[src/rtl/three_bit_counter.sv]
// ---------------------------------------------------------------------------
// three_bit_counter
//
// Purpose:
//   Counts qualified "level complete" events and presents the running count
//   as a difficulty level for the car-traffic speed selection.
//
//   The input is the combinational win strobe. It is treated as a level.
//   Only its 0->1 transitions are counted, so a win level that is held high
//   never over-counts. The count is registered. Depending on SATURATE, it
//   either saturates at MAX_COUNT or wraps back to 0.
//
// Parameters:
//   WIDTH      counter/output width in bits
//   MAX_COUNT  terminal count value; must not exceed 2**WIDTH-1
//   SATURATE   1: hold at MAX_COUNT, 0: wrap from MAX_COUNT to 0
//
// Ports:
//   clk    in   1      system clock, all state updates on the rising edge
//   reset  in   1      synchronous, active-high reset
//   in     in   1      win strobe level, sampled on clk
//   out    out  WIDTH  current count (difficulty level), straight from a flop
// ---------------------------------------------------------------------------
module three_bit_counter #(
  parameter int WIDTH     = 3,
  parameter int MAX_COUNT = 7,
  parameter bit SATURATE  = 1'b1
) (
  input  logic             clk,
  input  logic             reset,
  input  logic             in,
  output logic [WIDTH-1:0] out
);

  localparam logic [WIDTH-1:0] MaxCount = WIDTH'(MAX_COUNT);
  localparam logic [WIDTH-1:0] One      = WIDTH'(1);

  logic [WIDTH-1:0] r_count;
  logic             r_inQ;
  logic             w_rise;

  // One increment per 0->1 transition of the strobe, however long it stays high.
  assign w_rise = in & ~r_inQ;

  // The previous-sample flop also loads during reset. As a result, a strobe
  // that is already high when reset is released does not look like a fresh
  // rising edge. Reset wins over any increment in the same cycle.
  always_ff @(posedge clk) begin
    r_inQ <= in;
    if (reset) begin
      r_count <= '0;
    end else if (w_rise) begin
      if (r_count < MaxCount) begin
        r_count <= r_count + One;
      end else if (SATURATE) begin
        r_count <= r_count;
      end else begin
        r_count <= '0;
      end
    end
  end

  assign out = r_count;

endmodule

[config.mk]
export PLATFORM = sky130hd
export DESIGN_NAME = three_bit_counter
export DESIGN_NICKNAME = d
export VERILOG_FILES = /design/src/rtl/three_bit_counter.sv
export SDC_FILE = /design/constraint.sdc
export NUM_CORES = 1
export LEC_CHECK = 0
export ABC_AREA = 1
export BUFFER_PORTS_ARGS = -buffer_cell sky130_fd_sc_hd__buf_4
export CORE_AREA = 5 5 42 44
export CTS_CLUSTER_DIAMETER = 200
export CTS_CLUSTER_SIZE = 12
export DETAILED_ROUTE_END_ITERATION = 8
export DIE_AREA = 0 0 47 49
export GPL_ROUTABILITY_DRIVEN = 0
export PLACE_DENSITY = 0.42
export SLEW_MARGIN = 20
export SYNTH_ARGS = -nofsm -noshare
export SYNTH_HDL_FRONTEND = slang
export SYNTH_SLANG_ARGS = --single-unit
[constraint.sdc]
create_clock -name clk -period 1 [get_ports clk]
set_input_delay 0 -clock clk [delete_from_list [all_inputs] [get_ports clk]]
set_output_delay 0 -clock clk [all_outputs]
set_load 0.1 [all_outputs]
Word-level counts from Yosys, hierarchy flattened
Cells that the tools add are included.

cells by class
  add/sub/neg operators = 1
  magnitude comparators = 1
  bitwise logic cells = 2
  reductions and logical operators = 1

operators by type and width
  operator                                            count
  adder 3 x 1 -> 3 bit (second input constant)        1
  less-than comparator 3 bit (second input constant)  1
  AND reduction 2 bit                                 1
  AND 1 bit                                           1
  NOT 1 bit                                           1

word-level totals
  input port bits = 3
  output and inout bits = 3
  flip-flop bits (word level) = 4
  word-level logic and storage cells = 7

Depth between registers and ports, before layout
  depth after elaboration = 3
  gate-level depth with buffers = 5
  mapped depth without buffers = 5

Least setup slack after synthesis
Ideal clock, no wire load.

  path kind = register to register
  start point = register r_count[1] (netlist: out[1])
  end point = register r_count[1] (netlist: out[1])
  data arrival time = 1503 ps
  cell stages (with the launch flop) = 4
  library setup time = 111 ps
  path slack = -615 ps
  data required time = 889 ps
  clock period less this slack = 1615 ps
  path through = dfxtp_1 > ha_1 > nor2_1 > nor2_1

between the ends
  cells in the longest elaborated chain, start to end = 2

ends and longest elaborated chain
  item                           RTL line  source
  from (decl)                    38        logic [WIDTH-1:0] r_count;
  from (signal assigned)         54        r_count <= r_count + One;
  from (signal assigned)         56        r_count <= r_count;
  less-than comparator 3 bit     53        if (r_count < MaxCount) begin
  AND reduction 2 bit (no line)  --

Several ways; a longest one is shown, not always the timed one.
A chain may end at the register's enable or synchronous reset.

Worst setup path in the final report
  start point = register r_count[0] (netlist: out[0])
  end point = output out[0]

RTL lines
  item       RTL line  source
  to (decl)  32        output logic [WIDTH-1:0] out

No word-level cell between the ends.

==> summary.log <==
[global_routing] vias in the first global route 179
[layout] NumNets Final 47
[pwr] Leak 0.157 nW
[setup_path] category of the worst setup path launch point flop
[timing] setup repair after global routing missed its margin no
[clock_tree] Post-CTS Setup Inserts 0
[global_routing] global-route wire length before repair 752 um
[synthesis] number of distinct standard cells referenced by the synthesized netlist 7
[layout] Area Overhead vs Synth 61.3%
[clock_tree] number of buffers created by CTS 3
[clock_tree] Clock Tree Root clkbuf_4
[setup_path] cell breakdown of the critical path buf_4
[timing] pins over their slew limit 0
[synthesis] post-synthesis sequential element count 4
[timing] number of hold violations in the final report 0
[synthesis] Post-Syn Area 200 um2
[floorplanning] width of the die 47 um
[global_routing] overflow left after global routing 0
[floorplanning] Initial Utilization 14.3%
[setup_path] CP Class reg2out
[floorplanning] die boundary height 49 um
[pwr] power after layout 0.495 mW
[global_routing] antenna violations before repair 0
[layout] Filler Cells Inserted 164
[clock_tree] number of hold buffers added after CTS 1
[hold_path] path category of the worst min-delay check in2reg
[synthesis] nets in the synthesized netlist 36
[hold_path] cell count of the worst hold path 4
[setup_path] endpoint required time on the critical path 1.00 ns
[hold_path] launch instance of the worst min-delay path reset
[clock_tree] clock latency at the later pin of the worst-skew pair 0.24 ns
[synthesis] mean instance size in the synthesized netlist 6.26 um2
[setup_path] largest fanout on the critical path 6
[setup_path] number of logic stages on the critical path including buffering 1
[floorplanning] area of the core region 0.00140 mm2
[clock_tree] TritonCTS clock tree built
[clock_tree] number of buffers between clock root and the deepest sink 2
[routing] length of routed wiring on met1 197 um
[layout] Non-Filler Cell Area, Final 323 um2
[setup_path] CP delay by family, top flip-flops
[pwr] total power divided by cell area 1530 mW/mm2
[routing] via density per instance 3.57
[routing] routed length on met2 190 um
[floorplanning] Top-Level Pins 6
[synthesis] Area contributors post-synth dfxtp_1 40%, nand2_1 21%, inv_1 13%
[routing] top layer reached by signal wires met3
[setup_path] worst path buffer plus inverter count 1
[synthesis] Warnings, synthesis 0
[timing] Sum Neg Setup Slack 0 ns
[timing] Min Clock Period, post-route 0.909 ns
[synthesis] Yosys top cell area share 40.0%
[global_routing] overall global routing resource usage 5.20%
[timing] highest achievable clock rate 1100 MHz
[routing] final antenna-violating net count 0
[clock_tree] number of H-tree levels 1
[routing] via count 207
[timing] worst-case headroom to the max-slew limit 81.6%
[run_status] run status completed
[placed_design] Cell Area, Placed 287 um2
[synthesis] cells after synthesis 32
[timing] Final Setup Violations 0
[layout] post-route non-filler standard cell count 58
[setup_path] Reg2Reg Capture Point out[2]
[setup_path] CP peak stage delay 0.37 ns
[synthesis] largest area contributor in the netlist dfxtp_1
[floorplanning] Core Rows 14
[layout] count of inserted antenna diode cells 0
[routing] number of DRC violations after detailed routing 0
[timing] post-route clock period utilization 90.9%
[timing] transition time of the tightest slew-check pin 0.278 ns
[routing] violation count after the first detailed-route iteration 2
[pwr] IR drop worst, VDD 0.780 mV
[setup_path] slack of the worst reg-to-reg path 0.17 ns
[routing] per-cell routed wire length 7.69 um
[hold_path] Hold Path Sink out[2]
[setup_path] number of cells traversed by the worst register-to-register path 5
[synthesis] proportion of synthesized chip area in sequential cells 40.0%
[timing] final worst-path setup slack 0.0909 ns
[placed_design] worst setup slack before clock tree synthesis 0.164 ns
[floorplanning] floorplan die area 0.00230 mm2
[routing] drt total wl 446 um
[layout] fraction of final layout cells with drive strength greater than 1 33.3%
[setup_path] RR Startpoint out[1]
[setup_path] critical path's slowest cell dfxtp_4
[routing] met3 routed WL 57 um
[placed_design] cell count after placement 53
[routing] number of optimization iterations in the first detailed-route pass 2
[job] max-capacitance violation count 0
[clock_tree] # resized after CTS 0
[placed_design] PortBufs 5
[clock_tree] clock-pin slew on the worst setup and hold paths 0.04 ns
[placed_design] DP HPWL 351 um
[timing] Clock Skew 0.00404 ns
[global_routing] pin count of the biggest net entering global routing 7
[setup_path] crit end category output pin
[clock_tree] # clock sinks 4
[setup_path] data arrival time at the worst-slack endpoint 0.91 ns
cells in the final DEF, fill, tap and decap left out:
cell type and n:
nand2_1 11, inv_1 7, nor2_1 5, buf_4 5, clkbuf_4 3, dfxtp_4 3, nand3_1 2, nor2_2 1
nand3_2 1, ha_4 1, clkbuf_1 1, dlygate4sd3_1 1, dfxtp_1 1
metrics by stage:
stage	utilization [%]	hold WS (ns)
detailed placement	20.4	0.141
CTS	23.0	0.0222
global placement	20.4	0.138
finish	23.0	0.0257
floorplan	-	0.0277
global route	23.0	0.0181
cells by family after synthesis:
family	synth area share, %
adder cells (fa/ha/maj)	6.25
AND/OR/NAND/NOR	40.6
flip-flops	40.0
buffers and inverters	13.1
flip-flops by register name (all words and copies together), names as in the netlist:
register  count
out           3
r_inQ         1
worst max-delay path by stage:
stage | slack, ns | to | from
final | 0.09 | out[0] | out[0]
after global routing | 0.05 | out[0] | out[0]
after CTS | 0.08 | out[0] | out[0]
after detailed placement | 0.16 | out[1] | out[1]
after global placement | 0.18 | out[1] | out[1]
after floorplan | -0.03 | out[2] | out[1]
layout make-up:
cell class              count  area (um2)  share of cell area [%]
clock buffers               4        26.3                    8.14
inverters                   7        26.3                    8.14
multi-input cells          21         111                    34.5
flip-flops and latches      4        91.3                    28.3
well taps                  16        20.0                    6.20
repair buffers              6        47.5                    14.7
synth_stat cells:
cell type  count
nand2_1       11
ha_1           1
inv_1          7
nor2_2         1
nand3_1        3
dfxtp_1        4
nor2_1         5
metal layers:
metal / track usage, % / vias to the layer above
li1: - / 115
met1: 4.81 / 83
met2: 6.33 / 9
met3: 5.54 / 0
met4: 4.15 / 0
met5: 0 / -
report_power, final:
group | internal, mW | leakage [nW] | switching (mW) | total (mW)
logic | 0.0279 | 0.107 | 0.0662 | 0.0941
registers | 0.166 | 0.0351 | 0.0128 | 0.178
clock network | 0.150 | 0.0150 | 0.0723 | 0.222
Power figures use the tool's default switching activity.
